--- config.mk ---
export PLATFORM = sky130hd
export DESIGN_NAME = rr_arbiter8
export DESIGN_NICKNAME = d
export VERILOG_FILES = /design/src/rtl/arb_pkg.sv /design/src/rtl/rr_pick.sv /design/src/rtl/rr_arbiter8.sv
export SDC_FILE = /design/constraint.sdc
export NUM_CORES = 1
export LEC_CHECK = 0
export ABC_AREA = 1
export BUFFER_PORTS_ARGS = -buffer_cell sky130_fd_sc_hd__buf_4
export CORE_MARGIN = 4
export CORE_UTILIZATION = 35
export DETAILED_ROUTE_END_ITERATION = 6
export GPL_TIMING_DRIVEN = 1
export SYNTH_ARGS = -nofsm -noshare
export SYNTH_HDL_FRONTEND = slang
export SYNTH_HIERARCHICAL = 1
export SYNTH_SLANG_ARGS = --single-unit
--- constraint.sdc ---
create_clock -name clk -period 3.83 [get_ports clk]
set_input_delay 0.5745 -clock clk [delete_from_list [all_inputs] [get_ports clk]]
set_output_delay 0.5745 -clock clk [all_outputs]
set_load 0.02 [all_outputs]
--- src/rtl/arb_pkg.sv ---
// Shared definitions for the 8-way round-robin arbiter.
//   N_REQ        number of requesters
//   IDX_W        width of a requester index
//   arb_state_e  arbiter FSM states (IDLE, GRANT, RELEASE)
//   idx2onehot   index -> one-hot grant vector
//   next_ptr     owner index -> next search start (wraps 7 -> 0)
package arb_pkg;

  localparam int N_REQ = 8;
  localparam int IDX_W = 3;

  typedef enum logic [1:0] {
    IDLE    = 2'd0,
    GRANT   = 2'd1,
    RELEASE = 2'd2
  } arb_state_e;

  function automatic logic [N_REQ-1:0] idx2onehot(input logic [IDX_W-1:0] i);
    return N_REQ'(1) << i;
  endfunction

  // Index arithmetic is modulo 2**IDX_W, so 7 + 1 naturally wraps to 0.
  function automatic logic [IDX_W-1:0] next_ptr(input logic [IDX_W-1:0] i);
    return i + IDX_W'(1);
  endfunction

endpackage

--- src/rtl/rr_pick.sv ---
// Rotating-priority search, purely combinational.
//   req    [N_REQ-1:0]  request vector
//   ptr    [IDX_W-1:0]  index with highest priority this round
//   idx    [IDX_W-1:0]  first requester found searching upward from ptr
//   found               high when any request bit is set
module rr_pick
  import arb_pkg::*;
(
  input  logic [N_REQ-1:0] req,
  input  logic [IDX_W-1:0] ptr,
  output logic [IDX_W-1:0] idx,
  output logic             found
);

  logic [IDX_W-1:0] cand;

  always_comb begin
    idx   = '0;
    found = 1'b0;
    cand  = '0;
    for (int k = 0; k < N_REQ; k++) begin
      cand = ptr + IDX_W'(k);
      if (!found && req[cand]) begin
        idx   = cand;
        found = 1'b1;
      end
    end
  end

endmodule

--- src/rtl/rr_arbiter8.sv ---
// 8-way round-robin arbiter with hold-time limit.
//   MAX_HOLD   maximum grant length in cycles (1..255); 0 disables timeout
//   clk        clock, rising edge
//   rst_n      asynchronous active-low reset
//   enable     low forces no grant (and revokes a current grant)
//   req[7:0]   request vector
//   done       owner releases the resource (looked at only while granted)
//   gnt[7:0]   registered one-hot grant
//   gnt_idx    registered owner index, 0 when no grant
//   gnt_valid  registered, high when gnt is nonzero
//   timeout    one-cycle pulse when a grant is revoked by the hold limit
module rr_arbiter8
  import arb_pkg::*;
#(
  parameter int MAX_HOLD = 16
) (
  input  logic             clk,
  input  logic             rst_n,
  input  logic             enable,
  input  logic [N_REQ-1:0] req,
  input  logic             done,
  output logic [N_REQ-1:0] gnt,
  output logic [IDX_W-1:0] gnt_idx,
  output logic             gnt_valid,
  output logic             timeout
);

  localparam bit         HOLD_EN  = (MAX_HOLD != 0);
  localparam logic [8:0] HOLD_LIM = 9'(MAX_HOLD);

  arb_state_e       state;
  logic [IDX_W-1:0] ptr;
  logic [7:0]       hold_cnt;

  logic [IDX_W-1:0] pick_idx;
  logic             pick_found;
  logic [8:0]       cnt_plus1;
  logic             hold_hit;
  logic             release_cond;

  function automatic logic [7:0] sat_inc(input logic [7:0] v);
    return (v == 8'hFF) ? v : v + 8'd1;
  endfunction

  rr_pick u_pick (
    .req   (req),
    .ptr   (ptr),
    .idx   (pick_idx),
    .found (pick_found)
  );

  // hold_cnt counts completed GRANT cycles before the current one, so the
  // current cycle is number hold_cnt+1; reaching MAX_HOLD ends the grant
  // after exactly MAX_HOLD cycles of visible gnt.
  always_comb begin
    cnt_plus1    = {1'b0, hold_cnt} + 9'd1;
    hold_hit     = HOLD_EN && (cnt_plus1 >= HOLD_LIM);
    release_cond = done || !req[gnt_idx] || !enable || hold_hit;
  end

  always_ff @(posedge clk or negedge rst_n) begin
    if (!rst_n) begin
      state     <= IDLE;
      ptr       <= '0;
      hold_cnt  <= '0;
      gnt       <= '0;
      gnt_idx   <= '0;
      gnt_valid <= 1'b0;
      timeout   <= 1'b0;
    end else begin
      timeout <= 1'b0;
      case (state)
        IDLE: begin
          if (enable && pick_found) begin
            state     <= GRANT;
            gnt       <= idx2onehot(pick_idx);
            gnt_idx   <= pick_idx;
            gnt_valid <= 1'b1;
            hold_cnt  <= '0;
          end
        end
        GRANT: begin
          if (release_cond) begin
            state     <= RELEASE;
            gnt       <= '0;
            gnt_idx   <= '0;
            gnt_valid <= 1'b0;
            ptr       <= next_ptr(gnt_idx);
            // A done in the same cycle wins: this is a normal release.
            timeout   <= hold_hit && !done;
          end else begin
            hold_cnt <= sat_inc(hold_cnt);
          end
        end
        RELEASE: begin
          state <= IDLE;
        end
        default: begin
          state <= IDLE;
        end
      endcase
    end
  end

endmodule

==> flow_metrics.tcl, run 1 <==
set metrics [dict create \
    status "finished, final reports clean" \
    drc 0 \
    post_cts_buffers 0 \
    syn_nets 321 \
    fill_cells 630 \
    clock_skew_ns 0.00512 \
    cp-start-kind "flop" \
    die_area_um2 7640 \
    io_pins 25 \
    slew_viol_final 0 \
    crit_type "reg -> reg" \
    period_share_pct 79.3 \
    area_delta_synth_final_pct 12.5 \
    synthSimpleGateAreaFrac_pct 53.1 \
    overflow 0 \
    fmax_ghz 0.329 \
    worstMarginPinSlew_ns 0.500 \
    cts_hold_buf 0 \
    synth_top_cells_by_area "dfrtp_1 (29%), nand2_1 (18%), nand3_1 (7.9%)" \
    relSlewSlack_pct 66.6 \
    path_clk_slew_ns 0.09 \
    synth_edf_count 0 \
    drt_wl_total_um 5070 \
    antenna_found_initial 0 \
    peakVddDrop_mv 0.534 \
    cap_violations 0 \
    dp_worst_setup_slack_ns 0.815 \
    stdcell_count 402 \
    rsz0062_at_grt "no" \
    cts.repair.resized 0 \
    drt-initial-drc-count 145 \
    yosys.area.top_type "dfrtp_1" \
    core_um2 6030 \
    die_x_um 87.4 \
    seq_area_um2 651 \
    setup_viol 0 \
    fin_crit_ns 3.04 \
    track_usage_pct 14.2 \
    reg2reg_depth 16 \
    ant_nets 0 \
    setup_ws_ns 0.791 \
    clk_latency_ns 0.27 \
    dr.pass1.iters 5 \
    synth_area_um2 2210 \
    synth_fa_ha_area_share_pct 2.27 \
    via_count 1959 \
    routedWlPerCell_um 12.6 \
    viasPerCell 4.87 \
    nets 344 \
    finalWeightedCongestion 0.874 \
    dp_cells 398 \
    ys_seq_elements 26 \
    synth_cell_types 29 \
    synth_mux_area_share_pct 0 \
    fin_area_um2 2480 \
    synth_top_family_by_area "simple AND/OR/NAND/NOR gates" \
    synth_seq_area_share_pct 29.5 \
    async_flop_share_pct 100 \
    cellLeakagePower_uw 0.00129 \
    yosysWarnings 6 \
    placement.io_buffers 24 \
    crit_arrival_ns 3.21 \
    num_rows 28 \
    cp-end-kind "flop" \
    numCtsBuffers 3 \
    antennaDiodeCount 0 \
    grt_pass1_vias 1929 \
    synth_top_area_share_pct 29.5 \
    drive_above_1_share_pct 24.5 \
    hpwlAfterDp_um 4060 \
    path_max_fanout 12 \
    synthXorXnorAreaFrac_pct 2.44 \
    grt_pass1_wl_um 8690 \
    grt_max_degree 27 \
    crit_required_ns 4.00 \
    multiInputGateArea_um2 1360 \
    synth_compound_area_share_pct 3.80 \
    die_y_um 87.4 \
    tritoncts "built" \
    avgSynthCellArea_um2 7.23 \
    syn_inst 305 \
    htree_levels 1 \
    dpl_cell_area_um2 2410 \
    clockBufferDepth 2 \
    hp-class "in -> async" \
    start_util_pct 36.6 \
    tns_ns 0 \
    clock-sinks 26 \
    p_per_area_nw_per_um2 922 \
    cts_root_buffer "clkbuf_8" \
    hold_viol 0 \
    ys.flop_type "dfrtp_1" \
]
[layout by cell type (no fill, tap or decap)]
cell       count
o21ai_0        8
inv_2          4
dfrtp_1       26
inv_4          1
nand4_4        1
nor2_4         4
nand4_1       13
o21ai_2        1
o21a_1         1
ha_1           4
inv_1         28
nand2_2        8
nand3_2       17
nor2_2         3
nand3_1       35
nand2_1      104
bufinv_16      1
nand2_4        8
nor2_1        19
nor3_1         2
nand3b_1       1
a31oi_2        1
clkbuf_8       3
nand3_4        2
a21oi_1        3
xnor2_1        3
xor2_4         1
buf_4         24
or2_2          1
[Yosys cell counts, drive strengths merged (2+ instances only)]
cell and number:
o21ai 9, ha 4, nand4 14, nor3 2, nand3 54, inv 33, a21oi 3, buf 5
nor2 26, xnor2 3, dfrtp 26, nand2 120
[power breakdown]
group,internal (µW),switching (µW)
clock network,140,87.9
logic,505,1100
registers,354,102
[logic make-up after synthesis]
group                    after synthesis
AND/OR/NAND/NOR                      218
AO/OA/AOI/OAI                         14
flip-flops                            26
buffers and inverters                 39
XOR/XNOR                               4
adder cells (fa/ha/maj)                4
[critical path: stages (launching register included)]
cell	delay, ns
dfrtp_1	0.58
inv_4	0.18
ha_1	0.45
inv_2	0.19
nand3_2	0.14
nand3_2	0.11
nand2_2	0.07
nor2_4	0.12
nand4_4	0.10
nor2_4	0.16
nand3b_1	0.10
nand2_1	0.07
nor2_1	0.03
nand2_1	0.22
inv_1	0.22
nand4_1	0.13
nand2_1	0.06
[sequential cells by signal (all words and copies together), names as in the netlist]
register and count:
gnt_idx 3, hold_cnt 8, state 2, timeout 1, gnt 8, gnt_valid 1
ptr 3
[path summary, 6_finish.rpt]
check | startpoint | endpoint | slack (ns)
worst min-delay path | rst_n | gnt[3] | 0.19
max in group asynchronous | rst_n | ptr[2] | 3.38
worst max-delay path | ptr[0] | gnt[4] | 0.79
worst max register to register | ptr[0] | gnt[4] | 0.79
min in group clk | gnt[6] | gnt[6] | 0.48
worst min register to register | gnt[6] | gnt[6] | 0.48
[per-stage QoR]
stage	util [%]	hold slack (ns)	power (µW)
CTS	41.2	0.201	2300
floorplan	-	0.279	1760
global placement	40.0	0.465	2050
finish	41.2	0.188	2290
detailed placement	40.0	0.461	2070
global route	41.2	0.203	2520
[area by class of cell]
| cell class | instances | share of cell area, % |
|---|---|---|
| Tap cell | 75 | 3.78 |
| Clock buffer | 3 | 1.66 |
| Clock inverter | 1 | 1.21 |
| Timing Repair Buffer | 24 | 7.26 |
| Inverter | 33 | 5.09 |
| Sequential cell | 26 | 26.2 |
| Multi-Input combinational cell | 240 | 54.8 |
[layer usage]
metal  track usage [%]  up-vias  wire length, µm
li1                  -     1035                -
met1              18.8      889             2460
met2              23.7       31             2430
met3              2.37        4              136
met4              3.77        0               44
met5                 0        -                0
Note: power is estimated with default switching activity, not from simulation.
==> run 2, diff against run 1 <==
--- a/config.mk
+++ b/config.mk
@@ -5,7 +5,7 @@
 export SDC_FILE = /design/constraint.sdc
 export NUM_CORES = 1
 export LEC_CHECK = 0
-export ABC_AREA = 1
+export ABC_AREA = 0
 export BUFFER_PORTS_ARGS = -buffer_cell sky130_fd_sc_hd__buf_4
 export CORE_MARGIN = 4
 export CORE_UTILIZATION = 35
==> constraint.sdc (replaced) <==
create_clock -name clk -period 2.8 [get_ports clk]
set_input_delay 0.42 -clock clk [delete_from_list [all_inputs] [get_ports clk]]
set_output_delay 0.42 -clock clk [all_outputs]
set_load 0.02 [all_outputs]
==> flow_metrics.tcl, run 2 <==
set metrics [dict create \
    drc 0 \
    grt_max_degree 27 \
    drt-initial-drc-count 120 \
    hp-class "in -> async" \
    fin_crit_ns 2.98 \
    crit_arrival_ns 3.17 \
    die_y_um 89.7 \
    synth_top_cells_by_area "dfrtp_1 (28%), mux4_2 (9.6%), mux4_1 (5.6%)" \
    placement.io_buffers 24 \
    period_share_pct 106 \
    async_flop_share_pct 100 \
    worstMarginPinSlew_ns 0.575 \
    synth_top_area_share_pct 27.9 \
    via_count 2086 \
    layout_commonest_cell "buf_4" \
    avgSynthCellArea_um2 9.85 \
    tritoncts "built" \
    die_x_um 89.7 \
    rsz0062_at_grt "yes" \
    hold_viol 0 \
    relSlewSlack_pct 61.6 \
    final_cell_mix "buf_4 (51), nand2_1 (26), dfrtp_1 (24)" \
    path_max_fanout 8 \
    numCtsBuffers 3 \
    slew_viol_final 0 \
    setup_ws_ns -0.179 \
    die_area_um2 8040 \
    fin_util_pct 46.5 \
    num_rows 29 \
    largestRegisters "gnt x8, hold_cnt x8" \
    yosys.area.top_type "dfrtp_1" \
    crit_required_ns 2.99 \
    ys_seq_elements 26 \
    path_clk_slew_ns 0.09 \
    track_usage_pct 16.4 \
    viasPerCell 5.79 \
    nets 300 \
    antennaDiodeCount 0 \
    synth_cell_types 60 \
    core_um2 6420 \
    critPathLaunch "ptr[0]" \
    r2r-start "ptr[0]" \
    hpwlAfterDp_um 4330 \
    synth_edf_count 0 \
    antenna_found_initial 0 \
    synth_area_um2 2330 \
    fmax_ghz 0.336 \
    area_delta_synth_final_pct 27.9 \
    cap_violations 0 \
    setup_viol 15 \
    routedWlPerCell_um 17.3 \
    fill_cells 590 \
    r2r-end "gnt[0]" \
    violations "negative setup slack" \
    yosysWarnings 6 \
    drt_wl_total_um 6240 \
    peakVddDrop_mv 0.619 \
    reg2reg_depth 13 \
    finalWeightedCongestion 0.890 \
    ys.flop_type "dfrtp_1" \
    ant_nets 0 \
    drive_above_1_share_pct 40.6 \
    cp-end-kind "flop" \
    syn_inst 237 \
    synth.most_common_cell "nand2_1" \
    synth_common_cells "nand2_1 (30), dfrtp_1 (26), nor2_1 (15)" \
    p_per_area_nw_per_um2 1330 \
    whs_ns 0.0418 \
    overflow 0 \
    start_util_pct 36.4 \
    status "finished with violations" \
    dr.pass1.iters 4 \
    rrSetupSlack_ns -0.18 \
    crit_type "reg -> reg" \
    io_pins 25 \
    dp_worst_setup_slack_ns -0.191 \
    grt_pass1_vias 2053 \
    cp-start-kind "flop" \
    cts_root_buffer "clkbuf_8" \
    htree_levels 1 \
    critical_path.endpoint "gnt[0]" \
    grt_pass1_wl_um 10500 \
    synth_seq_area_share_pct 27.9 \
    cellLeakagePower_uw 0.00127 \
    clockBufferDepth 2 \
    clock_skew_ns 0.00454 \
    clock-sinks 26 \
    clk_latency_ns 0.27 \
    syn_nets 253 \
]
==> run 2: changes by cell type in the layout (fill, tap and decap cells not counted), sizes merged, moves of 6 or more <==
cell,delta
nand2,-90
nand3,-50
buf,+30
inv,-20
mux4,+15
nand4,-11
nor2,-11
mux2,+10
mux2i,+10
and3,+9
o22ai,+8
a21oi,+6
nand2b,+6
==> run 2: report_power, final <==
group          switching, µW  total (µW)  internal (µW)
Clock                    123         315            191
Sequential               157         664            508
Combinational           1540        2990           1450
==> run 2: metal layers <==
metal	share of wire [%]	vias to the layer above	track usage, %
li1	-	1003	-
met1	48	1041	25.2
met2	49	36	25.5
met3	2.2	6	1.09
met4	0.79	0	2.84
met5	0	-	0
==> run 2: worst min path at each step <==
stage / start / end / slack, ns / cells after the start
after floorplan: rst_n / gnt[0] / 0.12 / 0
after global placement: rst_n / timeout / 0.35 / 1
after detailed placement: rst_n / hold_cnt[0] / 0.36 / 1
after CTS: rst_n / hold_cnt[0] / 0.06 / 1
after global routing: rst_n / hold_cnt[0] / 0.05 / 1
final: rst_n / hold_cnt[0] / 0.04 / 1
==> run 2: area by class of cell <==
type / count / area, µm² / share of cell area [%]
clock buffers: 3 / 41.3 / 1.38
clock inverters: 1 / 30.0 / 1.01
inverters: 13 / 53.8 / 1.80
multi-input cells: 186 / 1690 / 56.5
flip-flops and latches: 26 / 653 / 21.9
well taps: 77 / 96.3 / 3.23
repair buffers: 54 / 425 / 14.2
==> run 2: kinds of logic after synthesis <==
family | Yosys count | synth area share (%)
XOR/XNOR | 4 | 1.50
flip-flops | 26 | 27.9
multiplexers | 35 | 25.6
buffers and inverters | 25 | 5.84
adder cells (fa/ha/maj) | 4 | 2.14
AND/OR/NAND/NOR | 84 | 18.5
AO/OA/AOI/OAI | 59 | 18.5
==> run 2: critical path, cell delays in order (launching register included) <==
cell	delay, ns
dfrtp_2	0.45
buf_4	0.14
ha_2	0.20
buf_4	0.17
nor2b_1	0.12
a2111oi_1	0.06
o41a_1	0.44
o21ai_4	0.28
o311ai_2	0.14
o21ai_1	0.18
o21ai_2	0.09
nand2b_4	0.16
or3_1	0.38
o21ai_0	0.08
==> run 2: stage by stage <==
step           instance area, µm²  total power (µW)  instances  setup TNS, ns
2_1_floorplan                2420              2560        237          -2.99
3_3_place_gp                 2780              3310        351         -0.963
3_5_place_dp                 2780              3310        351          -2.01
4_1_cts                      2910              3760        357          -1.38
5_1_grt                      2990              4270        360          -3.76
6_report                     2990              3970        360          -1.33
==> run 2: repair_timing <==
action	4_1_cts	5_1_grt
hold buffers	0	0
endpoints found under the hold margin	0	0
endpoints found under the setup margin	21	21
buffers inserted	3	3
resized for setup	9	15
pin swaps	9	14
